## src/rtl/wb_pkg.sv

```systemverilog
// Shared Wishbone definitions: the one-cycle response encoding used by the device-side
// blocks, plus the mapping from an accepted beat to its response.
package wb_pkg;

  typedef enum logic [1:0] {
    WB_RSP_NONE = 2'd0,
    WB_RSP_ACK  = 2'd1,
    WB_RSP_ERR  = 2'd2
  } wb_rsp_e;

  // Writes are completed with ack; this device class has nothing to return on reads.
  function automatic wb_rsp_e wb_rsp_for(input logic accept, input logic we);
    if (!accept) begin
      return WB_RSP_NONE;
    end else if (we) begin
      return WB_RSP_ACK;
    end else begin
      return WB_RSP_ERR;
    end
  endfunction

endpackage

```

## src/rtl/wishbone.sv

```systemverilog
// Pipelined Wishbone bundle; names are seen from the device side (_i driven by the
// controller, _o driven by the device).
interface wishbone #(parameter int DAT_WIDTH = 8);

  logic                 clk_i;
  logic                 rst_i;
  logic                 cyc_i;
  logic                 stb_i;
  logic                 we_i;
  logic [DAT_WIDTH-1:0] dat_i;
  logic                 ack_o;
  logic                 err_o;
  logic                 rty_o;
  logic                 stall_o;

  modport device (
    input  clk_i, rst_i, cyc_i, stb_i, we_i, dat_i,
    output ack_o, err_o, rty_o, stall_o
  );

  modport controller (
    input  clk_i, rst_i, ack_o, err_o, rty_o, stall_o,
    output cyc_i, stb_i, we_i, dat_i
  );

endinterface

```

## src/rtl/sync_fifo.sv

```systemverilog
// Single-clock first-word-fall-through FIFO with a separate occupancy counter.
// Pushes while full and pops while empty are ignored.
module sync_fifo #(
  parameter int WIDTH = 8,
  parameter int DEPTH = 16
) (
  input  logic                     clk_i,
  input  logic                     rst_ni,
  input  logic                     push_i,
  input  logic [WIDTH-1:0]         din_i,
  input  logic                     pop_i,
  output logic [WIDTH-1:0]         dout_o,
  output logic                     full_o,
  output logic                     empty_o,
  output logic [$clog2(DEPTH):0]   level_o
);

  localparam int AW = $clog2(DEPTH);
  localparam logic [AW:0] FULL_LVL = (AW+1)'(DEPTH);

  logic [WIDTH-1:0] mem_q [DEPTH];
  logic [AW-1:0]    wr_ptr_q, wr_ptr_d;
  logic [AW-1:0]    rd_ptr_q, rd_ptr_d;
  logic [AW:0]      level_q, level_d;
  logic             do_push_s, do_pop_s;

  assign full_o    = (level_q == FULL_LVL);
  assign empty_o   = (level_q == (AW+1)'(0));
  assign do_push_s = push_i & ~full_o;
  assign do_pop_s  = pop_i & ~empty_o;
  assign level_o   = level_q;
  assign dout_o    = empty_o ? '0 : mem_q[rd_ptr_q];

  // Pointer and occupancy next-state; pointers wrap naturally at the power-of-two depth.
  always_comb begin
    wr_ptr_d = wr_ptr_q;
    rd_ptr_d = rd_ptr_q;
    level_d  = level_q;
    if (do_push_s) begin
      wr_ptr_d = wr_ptr_q + AW'(1);
    end else begin
      wr_ptr_d = wr_ptr_q;
    end
    if (do_pop_s) begin
      rd_ptr_d = rd_ptr_q + AW'(1);
    end else begin
      rd_ptr_d = rd_ptr_q;
    end
    case ({do_push_s, do_pop_s})
      2'b10:   level_d = level_q + (AW+1)'(1);
      2'b01:   level_d = level_q - (AW+1)'(1);
      default: level_d = level_q;
    endcase
  end

  always_ff @(posedge clk_i or negedge rst_ni) begin
    if (!rst_ni) begin
      wr_ptr_q <= '0;
      rd_ptr_q <= '0;
      level_q  <= '0;
    end else begin
      wr_ptr_q <= wr_ptr_d;
      rd_ptr_q <= rd_ptr_d;
      level_q  <= level_d;
    end
  end

  // Storage needs no reset: an entry is only observable after it has been written.
  always_ff @(posedge clk_i) begin
    if (do_push_s) begin
      mem_q[wr_ptr_q] <= din_i;
    end
  end

endmodule

```

## src/rtl/wb_stream_sink.sv

```systemverilog
// Wishbone write sink: accepted write beats are queued and replayed on a valid/ready
// stream; reads are rejected with err, and the bus is stalled only while the queue is full.
module wb_stream_sink
  import wb_pkg::*;
#(
  parameter int DAT_WIDTH = 8,
  parameter int DEPTH     = 16
) (
  wishbone.device                 wb,
  output logic [DAT_WIDTH-1:0]    m_data_o,
  output logic                    m_valid_o,
  input  logic                    m_ready_i,
  output logic [$clog2(DEPTH):0]  level_o
);

  logic    clk_s, rst_n_s;
  logic    full_s, empty_s;
  logic    accept_s, push_s, pop_s;
  wb_rsp_e rsp_d, rsp_q;

  assign clk_s   = wb.clk_i;
  assign rst_n_s = wb.rst_i;

  // stall depends only on stored occupancy, so a same-cycle pop cannot unblock a beat.
  assign accept_s = wb.cyc_i & wb.stb_i & ~full_s;
  assign push_s   = accept_s & wb.we_i;
  assign pop_s    = ~empty_s & m_ready_i;

  always_comb begin
    rsp_d = wb_rsp_for(accept_s, wb.we_i);
  end

  always_ff @(posedge clk_s or negedge rst_n_s) begin
    if (!rst_n_s) begin
      rsp_q <= WB_RSP_NONE;
    end else begin
      rsp_q <= rsp_d;
    end
  end

  assign wb.ack_o   = (rsp_q == WB_RSP_ACK);
  assign wb.err_o   = (rsp_q == WB_RSP_ERR);
  assign wb.rty_o   = 1'b0;
  assign wb.stall_o = full_s;
  assign m_valid_o  = ~empty_s;

  sync_fifo #(
    .WIDTH (DAT_WIDTH),
    .DEPTH (DEPTH)
  ) u_fifo (
    .clk_i   (clk_s),
    .rst_ni  (rst_n_s),
    .push_i  (push_s),
    .din_i   (wb.dat_i),
    .pop_i   (pop_s),
    .dout_o  (m_data_o),
    .full_o  (full_s),
    .empty_o (empty_s),
    .level_o (level_o)
  );

endmodule

```

## src/flat_wrapper.sv

```systemverilog
// flat-port wrapper written by rule: the top's interface ports become plain ports
module wb_stream_sink_flat import wb_pkg::*;
#(
  parameter int DAT_WIDTH = 8,
  parameter int DEPTH     = 16
)
  (m_data_o, m_valid_o, m_ready_i, level_o, wb_clk_i, wb_rst_i, wb_cyc_i, wb_stb_i, wb_we_i, wb_dat_i, wb_ack_o, wb_err_o, wb_rty_o, wb_stall_o);
  wishbone #(.DAT_WIDTH(DAT_WIDTH)) wb_i ();
  output logic [DAT_WIDTH-1:0] m_data_o;
  output logic m_valid_o;
  input  logic m_ready_i;
  output logic [$clog2(DEPTH):0] level_o;
  input wire logic [$bits(wb_i.clk_i)-1:0] wb_clk_i;
  input wire logic [$bits(wb_i.rst_i)-1:0] wb_rst_i;
  input wire logic [$bits(wb_i.cyc_i)-1:0] wb_cyc_i;
  input wire logic [$bits(wb_i.stb_i)-1:0] wb_stb_i;
  input wire logic [$bits(wb_i.we_i)-1:0] wb_we_i;
  input wire logic [$bits(wb_i.dat_i)-1:0] wb_dat_i;
  output wire logic [$bits(wb_i.ack_o)-1:0] wb_ack_o;
  output wire logic [$bits(wb_i.err_o)-1:0] wb_err_o;
  output wire logic [$bits(wb_i.rty_o)-1:0] wb_rty_o;
  output wire logic [$bits(wb_i.stall_o)-1:0] wb_stall_o;
  assign wb_i.clk_i = wb_clk_i;
  assign wb_i.rst_i = wb_rst_i;
  assign wb_i.cyc_i = wb_cyc_i;
  assign wb_i.stb_i = wb_stb_i;
  assign wb_i.we_i = wb_we_i;
  assign wb_i.dat_i = wb_dat_i;
  assign wb_ack_o = wb_i.ack_o;
  assign wb_err_o = wb_i.err_o;
  assign wb_rty_o = wb_i.rty_o;
  assign wb_stall_o = wb_i.stall_o;
  wb_stream_sink #(.DAT_WIDTH(DAT_WIDTH), .DEPTH(DEPTH)) u_core (.wb(wb_i), .m_data_o(m_data_o), .m_valid_o(m_valid_o), .m_ready_i(m_ready_i), .level_o(level_o));
endmodule
```

## config.mk

```make
export PLATFORM = sky130hd
export DESIGN_NAME = wb_stream_sink_flat
export DESIGN_NICKNAME = d
export VERILOG_FILES = /design/src/rtl/wb_pkg.sv /design/src/rtl/wishbone.sv /design/src/rtl/sync_fifo.sv /design/src/rtl/wb_stream_sink.sv /design/src/flat_wrapper.sv
export SDC_FILE = /design/constraint.sdc
export NUM_CORES = 1
export LEC_CHECK = 0
export CORE_UTILIZATION = 55
export DETAILED_ROUTE_END_ITERATION = 16
export GPL_ROUTABILITY_DRIVEN = 0
export PLACE_DENSITY = 0.74
export SLEW_MARGIN = 10
export SYNTH_ARGS = -nofsm -noshare
export SYNTH_HDL_FRONTEND = slang
export SYNTH_HIERARCHICAL = 1
export SYNTH_SLANG_ARGS = --single-unit
```

## constraint.sdc

```tcl
create_clock -name wb_clk_i -period 4 [get_ports wb_clk_i]
set_input_delay 0.8 -clock wb_clk_i [delete_from_list [all_inputs] [get_ports wb_clk_i]]
set_output_delay 0.8 -clock wb_clk_i [all_outputs]
set_load 0.03 [all_outputs]
```

==> impl_metrics.json <==
{
  "status": "finished, final reports clean",
  "rows": 37,
  "post-route-util_pct": 68.11,
  "syn_area_um2": 5997,
  "ys.flop_type": "edfxtp_1",
  "slew-limit-headroom_pct": 43.05,
  "nNetsFinal": 394,
  "grt_setup_unrepaired": "no",
  "die_y_um": 106.4,
  "drt_wl_total_mm": 11.57,
  "h-tree-depth": 4,
  "cts_buffer_depth": 2,
  "crit_family": "buffers and inverters",
  "grt_max_degree": 19,
  "synth.yosys.seq_area_share_pct": 70.35,
  "clockRootBuffer": "clkbuf_8",
  "setup_tns_ps": 0,
  "yosys.area.top_type": "edfxtp_1",
  "cts_buffers": 17,
  "cts_resized": 0,
  "grt_remaining_overflow": 0,
  "design_area_um2": 7126,
  "vias": 3132,
  "ys_async_sr_fraction_pct": 10.49,
  "mostFrequentLayoutCells": "128 x edfxtp_1, 30 x clkdlybuf4s50_1, 22 x mux4_2, 22 x buf_4, 16 x clkbuf_16",
  "cp_slowest_stage_delay_ps": 630,
  "synth_top_area_share_pct": 64.09,
  "start_kind": "flip-flop",
  "drc": 0,
  "drive_gt1_share_pct": 23.96,
  "synthesis.nets": 342,
  "via_per_inst": 6.023,
  "path_buf_inv": 2,
  "dieArea_um2": 11330,
  "finClkSkew_ps": 6.078,
  "setup.worst_path.class": "reg -> out",
  "post_cts_buffers": 0,
  "finalHoldViolations": 0,
  "die_w_um": 106.4,
  "clk_latency_ps": 520,
  "crit_chain": "buf_4, mux4_1, mux2_2, o21ai_2, a21oi_1, clkdlybuf4s50_1",
  "yosys-top-cells-area": "edfxtp_1 64%, mux4_2 8.3%, dfrtp_1 6.3%",
  "cp.arrival_ps": 2930,
  "synth-edff-count": 128,
  "yosys_warnings": 6,
  "end_kind": "output port",
  "setup_viol": 0,
  "min_path_type": "reg -> reg",
  "placed_cell_area_um2": 6501,
  "antenna_left": 0,
  "p_leak_uw": 0.002452,
  "grt_pass1_vias": 3253,
  "area_growth_syn_to_layout_pct": 18.82,
  "dp_hpwl_mm": 7.063,
  "antenna_found_initial": 0,
  "fillers": 679,
  "grt_pass1_wl_mm": 17.98,
  "dr.pass1.iters": 4,
  "ys_types": 46,
  "cts.sinks": 143,
  "core_um2": 10460,
  "start_util_pct": 57.32,
  "power_uw": 5174,
  "synth-seq-cells": 143,
  "io_pins": 32,
  "antenna_cells": 0,
  "min_period_ps": 3732,
  "path_clk_slew_ps": 60,
  "syn_inst": 319,
  "synth_area_per_cell_um2": 18.80,
  "clock.fmax_mhz": 268.0,
  "p_per_area_nw_per_um2": 726.1,
  "cap_violations": 0,
  "cp_max_fo": 13,
  "worstPathRequired_ps": 3200,
  "wl_per_cell_um": 22.25,
  "worst_pin_slew_ps": 851.0,
  "ir_drop_uv": 596.7,
  "portBuffers": 30,
  "final_common_cell": "edfxtp_1",
  "cts_tree": "yes",
  "hold_buffers": 0,
  "grt_usage_pct": 22.81,
  "drtIter0Drc": 272,
  "cp_slowest_cell": "clkdlybuf4s50_1",
  "fin_crit_sh_pct": 93.29,
  "slew_viol_final": 0
}
-- per-stage QoR --
stage                     cells  setup WS (ps)  hold slack [ps]
after floorplan             319          298.3            504.4
after global placement      488          555.9            549.7
after detailed placement    488          312.4            564.1
after CTS                   520          225.2            581.7
after global routing        520          19.33            602.0
final                       520          268.4            579.4
-- power by group --
group          switching (uW)  internal (uW)  leakage (uW)
combinational             850            807      0.000827
clock                     617           1020      0.000293
sequential                147           1730       0.00133
-- area by class of cell --
| class | instances | area [um^2] | area share, % |
|---|---|---|---|
| clock buffers | 17 | 414.1 | 5.812 |
| clock inverters | 15 | 210.2 | 2.950 |
| inverters | 7 | 26.28 | 0.3687 |
| multi-input cells | 149 | 1600 | 22.46 |
| flip-flops and latches | 143 | 4219 | 59.21 |
| well taps | 136 | 170.2 | 2.388 |
| repair buffers | 53 | 485.5 | 6.813 |
-- worst paths after layout --
check,from,endpoint,slack (ps),cells after the start
setup reg to reg,u_core/u_fifo/level_o[1]$_DFFE_PN0P_,u_core/u_fifo/level_o[4]$_DFFE_PN0P_,300,12
setup / recovery,u_core/u_fifo/rd_ptr_q[1]$_DFFE_PN0P_,m_data_o[4],270,6
hold / removal,u_core/u_fifo/level_o[0]$_DFFE_PN0P_,u_core/u_fifo/level_o[0]$_DFFE_PN0P_,580,1
max in group asynchronous,wb_rst_i,u_core/u_fifo/rd_ptr_q[0]$_DFFE_PN0P_,2810,1
min in group asynchronous,wb_rst_i,u_core/u_fifo/level_o[1]$_DFFE_PN0P_,720,1
hold reg to reg,u_core/u_fifo/level_o[0]$_DFFE_PN0P_,u_core/u_fifo/level_o[0]$_DFFE_PN0P_,580,1
-- per-layer routing --
layer | global-route usage, % | vias up | wire length [um]
met1 | 29.17 | 1623 | 4616
met2 | 37.57 | 125 | 6082
met5 | 0 | - | 0
met3 | 6.867 | 7 | 779
met4 | 7.534 | 0 | 93
li1 | - | 1377 | -
-- state kept, by name, indices dropped and copies added, names as in the netlist --
name	flops
u_core/u_fifo/mem_q	128
u_core/u_fifo/level_o	5
u_core/u_fifo/rd_ptr_q	4
u_core/u_fifo/wr_ptr_q	4
u_core/rsp_q	2
-- cell usage after synthesis (2+ instances only) --
library cell / instances
ha_1: 9
nor4_1: 2
buf_6: 3
mux2i_1: 8
mux4_2: 22
nand4_1: 2
nand2b_1: 3
nor3_1: 4
buf_4: 6
nand2_1: 11
nor4b_1: 2
mux2_2: 10
dfrtp_1: 15
o21ai_1: 3
o21ai_0: 6
buf_2: 3
a21oi_1: 9
nor2_1: 14
nor2b_1: 4
inv_1: 7
edfxtp_1: 128
mux4_1: 10
o211ai_1: 2
clkbuf_1: 5
xnor2_1: 9
nand3_1: 2
-- cells by family after synthesis --
group | share of synthesized area [%]
flip-flops | 70.35
other | 0.06253
multiplexers | 15.86
adder cells (fa/ha/maj) | 1.878
AO/OA/AOI/OAI | 3.025
XOR/XNOR | 1.461
buffers and inverters | 2.962
AND/OR/NAND/NOR | 4.402
-- worst register-to-register path, stage by stage, from the launching register on --
cell,delay (ps)
dfrtp_1,460
nor4_1,660
and2_1,250
and4b_2,240
a21boi_2,160
inv_1,100
ha_1,420
xor2_1,210
ha_1,220
o211ai_1,100
nor4bb_1,170
a2111oi_0,430
o211ai_1,150
Power figures use the tool's default switching activity.
